$ cat src/rtl/pwm_tach_bank.sv
// Bank of NCH PWM generators sharing one period counter, plus NCH tachometer period meters.
// Define TACH_GLITCH_FILTER_EN to require 3 equal synchronised samples before a TACHIN level is accepted.
module pwm_tach_bank #(
    parameter int NCH = 2,
    parameter int CW  = 16,
    parameter int TW  = 16
) (
    input  logic              SYSCLK,
    input  logic              NSYSRESET,
    input  logic              wr_en,
    input  logic              wr_sel,
    input  logic [2:0]        wr_ch,
    input  logic [CW-1:0]     wr_data,
    input  logic [NCH-1:0]    TACHIN,
    output logic [NCH-1:0]    PWM,
    output logic [NCH*TW-1:0] tach_period,
    output logic [NCH-1:0]    tach_valid,
    output logic [NCH-1:0]    tach_stb
);

    localparam logic [TW-1:0] TMAX = '1;

    logic [CW-1:0] period_sh, period_nx, p_act, cnt;
    logic [CW-1:0] duty_sh [NCH];
    logic [CW-1:0] duty_nx [NCH];
    logic [CW-1:0] d_act   [NCH];
    logic          load;

    // Next shadow values include this cycle's write, so a write on the wrap cycle goes live at that wrap.
    always_comb begin
        period_nx = period_sh;
        if (wr_en && !wr_sel)
            period_nx = wr_data;
        for (int i = 0; i < NCH; i++) begin
            duty_nx[i] = duty_sh[i];
            if (wr_en && wr_sel && (wr_ch == 3'(i)))
                duty_nx[i] = wr_data;
        end
        load = (cnt == p_act) || (p_act == '0);
    end

    always_ff @(posedge SYSCLK or negedge NSYSRESET) begin
        if (!NSYSRESET) begin
            period_sh <= '0;
            p_act     <= '0;
            cnt       <= '0;
            PWM       <= '0;
            for (int i = 0; i < NCH; i++) begin
                duty_sh[i] <= '0;
                d_act[i]   <= '0;
            end
        end else begin
            period_sh <= period_nx;
            for (int i = 0; i < NCH; i++)
                duty_sh[i] <= duty_nx[i];
            if (load) begin
                p_act <= period_nx;
                for (int i = 0; i < NCH; i++)
                    d_act[i] <= duty_nx[i];
            end
            if ((p_act == '0) || (cnt == p_act))
                cnt <= '0;
            else
                cnt <= cnt + CW'(1);
            for (int i = 0; i < NCH; i++)
                PWM[i] <= (p_act != '0) && (cnt < d_act[i]);
        end
    end

    logic [NCH-1:0] s1, s2, lvl_q, lvl_now, edge_det, armed;
    logic [TW-1:0]  tcnt [NCH];
    logic [TW-1:0]  tper [NCH];

`ifdef TACH_GLITCH_FILTER_EN
    logic [NCH-1:0] h1, h2;

    // Level flips only when the last three synchronised samples agree; otherwise it holds.
    always_comb lvl_now = (s2 & h1 & h2) | (lvl_q & (s2 | h1 | h2));

    always_ff @(posedge SYSCLK or negedge NSYSRESET) begin
        if (!NSYSRESET) begin
            h1 <= '0;
            h2 <= '0;
        end else begin
            h1 <= s2;
            h2 <= h1;
        end
    end
`else
    always_comb lvl_now = s2;
`endif

    assign edge_det = lvl_now & ~lvl_q;

    always_ff @(posedge SYSCLK or negedge NSYSRESET) begin
        if (!NSYSRESET) begin
            s1         <= '0;
            s2         <= '0;
            lvl_q      <= '0;
            armed      <= '0;
            tach_valid <= '0;
            tach_stb   <= '0;
            for (int i = 0; i < NCH; i++) begin
                tcnt[i] <= '0;
                tper[i] <= '0;
            end
        end else begin
            s1    <= TACHIN;
            s2    <= s1;
            lvl_q <= lvl_now;
            for (int i = 0; i < NCH; i++) begin
                tach_stb[i] <= 1'b0;
                if (edge_det[i]) begin
                    tcnt[i]  <= TW'(1);
                    armed[i] <= 1'b1;
                    if (armed[i]) begin
                        tper[i]       <= tcnt[i];
                        tach_valid[i] <= 1'b1;
                        tach_stb[i]   <= 1'b1;
                    end
                end else if (tcnt[i] != TMAX) begin
                    tcnt[i] <= tcnt[i] + TW'(1);
                    // Counter is about to saturate: report timeout and wait for a fresh arming edge.
                    if (tcnt[i] == TMAX - TW'(1)) begin
                        tper[i]       <= TMAX;
                        tach_valid[i] <= 1'b0;
                        armed[i]      <= 1'b0;
                    end
                end
            end
        end
    end

    for (genvar g = 0; g < NCH; g++) begin : g_tper
        assign tach_period[g*TW +: TW] = tper[g];
    end

endmodule

$ cat config.mk
export PLATFORM = sky130hd
export DESIGN_NAME = pwm_tach_bank
export DESIGN_NICKNAME = d
export VERILOG_FILES = /design/src/rtl/pwm_tach_bank.sv
export SDC_FILE = /design/constraint.sdc
export NUM_CORES = 1
export LEC_CHECK = 0
export CAP_MARGIN = 20
export CORE_ASPECT_RATIO = 1.5
export CORE_MARGIN = 4
export CORE_UTILIZATION = 59
export CTS_CLUSTER_SIZE = 40
export DETAILED_ROUTE_END_ITERATION = 8
export PLACE_DENSITY = 0.83
export SLEW_MARGIN = 20
export SYNTH_ARGS = -nofsm -noshare
export SYNTH_HDL_FRONTEND = slang
export SYNTH_SLANG_ARGS = --single-unit
$ cat constraint.sdc
create_clock -name SYSCLK -period 2.6 [get_ports SYSCLK]
set_clock_uncertainty 0.15 [all_clocks]
set_input_delay 0.52 -clock SYSCLK [delete_from_list [all_inputs] [get_ports SYSCLK]]
set_output_delay 0.52 -clock SYSCLK [all_outputs]
set_load 0.01 [all_outputs]
==> impl_metrics.yaml <==
worst_setup_path:
  r2r-start: "tcnt[11]"
  crit_fanout: 16
  cp.arrival_ns: 2.51
  reg2reg_depth: 5
  reg2reg_to: "tach_period[31]"
  start_kind: "flop"
  crit_start: "tcnt[11]"
  cp-end-kind: "flop"
  crit_type: "flop to flop"
  r2r_slack_ns: 0.28
  crit_required_ns: 2.79
clock_tree:
  clockRootBuffer: "clkbuf_16"
  cts_resized: 0
  clk_latency_ns: 0.43
  ctsHoldBuffers: 1
  clock_path_buffers: 2
  cts_sinks: 190
  htreeDepth: 4
  path_clk_slew_ns: 0.06
  cts_tree: "yes"
  cts_buffers: 17
  cts_setup_buffers: 0
placement:
  gp_congestion: 0.875
  place_area_um2: 9450
  place_hpwl_um: 12400
  port-buffer-count: 62
  dp_cells: 933
  place_ws_ns: 0.106
logic_synthesis:
  yosys.area_share.simple: 0.0984
  avgSynthCellArea_um2: 12.4
  syn-num-nets: 747
  synth_area_um2: 8520
  yosysWarnings: 0
  synthAdderAreaFrac: 0.0514
  ys_seq_area_frac: 0.558
  synthCells: 687
  ys_types: 48
  synth_compound_area_frac: 0.0853
  synth.mux.area_fraction: 0.129
  synth_edf_count: 0
  synth.ff_latch_count: 190
  async_reset_ff_frac: 1.00
  synth-xor-area-share: 0.0462
  synth_top_family_by_area: "multiplexers"
  synthFlopType: "dfrtp_1"
global_route:
  grt_pass1_vias: 6179
  grt_overflow: 0
  grt_pass1_wl_um: 29700
  antenna_found_initial: 0
  grt_max_degree: 53
  grt_usage: 0.226
worst_hold_path:
  hold_path_depth: 0
  hp-class: "flop to flop"
  min_to: "lvl_now[0]"
  min_from: "s1[0]"
drt:
  via_per_inst: 5.86
  drtPass1Iterations: 4
  num_vias: 5658
  routed_wl_um: 17300
  drt_iter0_drc: 176
  drcViolationCount: 0
  ant_nets: 0
  wl_per_cell_um: 17.9
die:
  die_h_um: 155
  io_pins: 63
  start_util: 0.603
  rows: 53
  die_area_um2: 16500
  core_um2: 14100
  die_w_um: 106
sta:
  setup_tns_ns: 0
  whs_ns: 0.201
  finalCritPeriodShare: 0.893
  fin_ws_ns: 0.278
  hold_viol: 0
  slew-limit-headroom: 0.519
  worstMarginPinSlew_ns: 0.721
  rsz0062_at_grt: "no"
  finalCriticalPeriod_ns: 2.32
  timing.fmax_ghz: 0.431
  maxSlewViolCount: 0
  setup_viol: 0
power:
  power.density_nw_per_um2: 927
  leakage_nw: 4.54
  ir_drop_uv: 644
  p_total_mw: 9.33
layout:
  synthToLayoutAreaGrowth_pct: 18.1
  seq_area_um2: 4750
  antenna_cells: 0
  fill_cells: 956
  fin_area_um2: 10100
  fin_util: 0.712
  multi_input_area_um2: 3510
  finalNonFillerCells: 966
  layout-drive-gt1-share: 0.204
  nNetsFinal: 821
run:
  cap_violations: 0
outcome:
  status: "finished, final reports clean"
[layout make-up]
cell class / count / share of cell area
clock buffers: 21 / 0.0458
clock inverters: 11 / 0.0139
inverters: 42 / 0.0157
multi-input cells: 433 / 0.349
flip-flops and latches: 190 / 0.473
well taps: 192 / 0.0239
repair buffers: 77 / 0.0795
[critical path, stage by stage (launching register included)]
cell       delay, ns
dfrtp_1         0.46
and4_1          0.36
and3_1          0.22
nand2_2         0.13
o31ai_4         0.66
a2bb2oi_1       0.25
[state kept, by name, indices dropped and copies added, names as in the netlist, 16 cells and up]
name         flops
tcnt            32
duty_sh         32
p_act           16
cnt             16
period_sh       16
tach_period     32
d_act           32
[cells by family after synthesis]
family,count (synthesis)
and+or+nand+nor,162
buffers and inverters,64
xor gates and xnor gates,45
adders and majority gates,35
AOI/OAI and AO/OA,93
DFF,190
muxes,98
[cell usage in the layout (no fill, tap or decap), drive strengths merged, types with 2 or more instances in the layout]
cell type / count
a211oi: 7
a21o: 10
a21oi: 10
a2bb2oi: 3
a311oi: 3
a31oi: 9
and3: 13
and4: 6
buf: 15
bufinv: 3
clkbuf: 21
clkdlybuf4s50: 61
clkinv: 4
clkinvlp: 4
dfrtp: 190
ha: 35
inv: 42
mux2: 96
mux2i: 2
nand2: 29
nand2b: 5
nand3: 16
nand4: 22
nor2: 44
nor2b: 4
nor3: 7
nor4: 12
o2111ai: 2
o211ai: 2
o21ai: 11
o22a: 29
o31ai: 5
or3: 2
xnor2: 11
xor2: 34
[report_power, final]
part / total [mW] / internal [mW] / switching (mW)
combinational: 2.48 / 1.30 / 1.18
clock: 2.60 / 1.56 / 1.05
sequential: 4.24 / 3.68 / 0.566
total: 9.33 / 6.53 / 2.80
[synthesized netlist by cell type, types with 2 or more instances]
| cell type | instances | area (µm²) |
|---|---|---|
| o211ai_1 | 2 | 15.0 |
| and3_2 | 2 | 15.0 |
| nand2_1 | 28 | 105 |
| o31ai_4 | 2 | 42.5 |
| xnor2_1 | 11 | 96.3 |
| o2111ai_1 | 2 | 17.5 |
| and3_1 | 11 | 68.8 |
| a2bb2oi_1 | 2 | 17.5 |
| xor2_1 | 34 | 298 |
| buf_2 | 8 | 40.0 |
| or3_1 | 2 | 12.5 |
| mux2_2 | 96 | 1080 |
| nor2b_1 | 4 | 25.0 |
| a311oi_1 | 3 | 26.3 |
| a211oi_1 | 7 | 52.6 |
| buf_6 | 2 | 22.5 |
| nor2_1 | 44 | 165 |
| o22a_1 | 23 | 201 |
| a31oi_1 | 9 | 56.3 |
| mux2i_1 | 2 | 20.0 |
| ha_1 | 35 | 438 |
| a21oi_1 | 10 | 50.1 |
| and4_1 | 4 | 35.0 |
| nand2b_1 | 5 | 31.3 |
| o22a_2 | 6 | 60.1 |
| dfrtp_1 | 190 | 4750 |
| nand4_1 | 22 | 138 |
| clkbuf_1 | 9 | 33.8 |
| nor3_1 | 7 | 35.0 |
| o31ai_1 | 3 | 22.5 |
| nand3_1 | 15 | 75.1 |
| nor4_1 | 11 | 68.8 |
| inv_1 | 42 | 158 |
| a21o_1 | 10 | 75.1 |
| o21ai_0 | 11 | 55.1 |
[worst max-delay path by stage]
stage,endpoint,slack [ns],depth (start not counted)
after floorplan,d_act[29],0.35,4
after global placement,d_act[22],0.19,5
after detailed placement,d_act[21],0.11,5
after CTS,tach_period[31],0.28,5
after global routing,p_act[2],0.11,6
final,tach_period[31],0.28,5
[layer usage]
| layer | share of wire | global-route usage |
|---|---|---|
| met1 | 0.38 | 0.245 |
| met2 | 0.56 | 0.424 |
| met3 | 0.032 | 0.0498 |
| met4 | 0.028 | 0.0883 |
| met5 | 0 | 0 |
(Power assumes the default switching activity.)
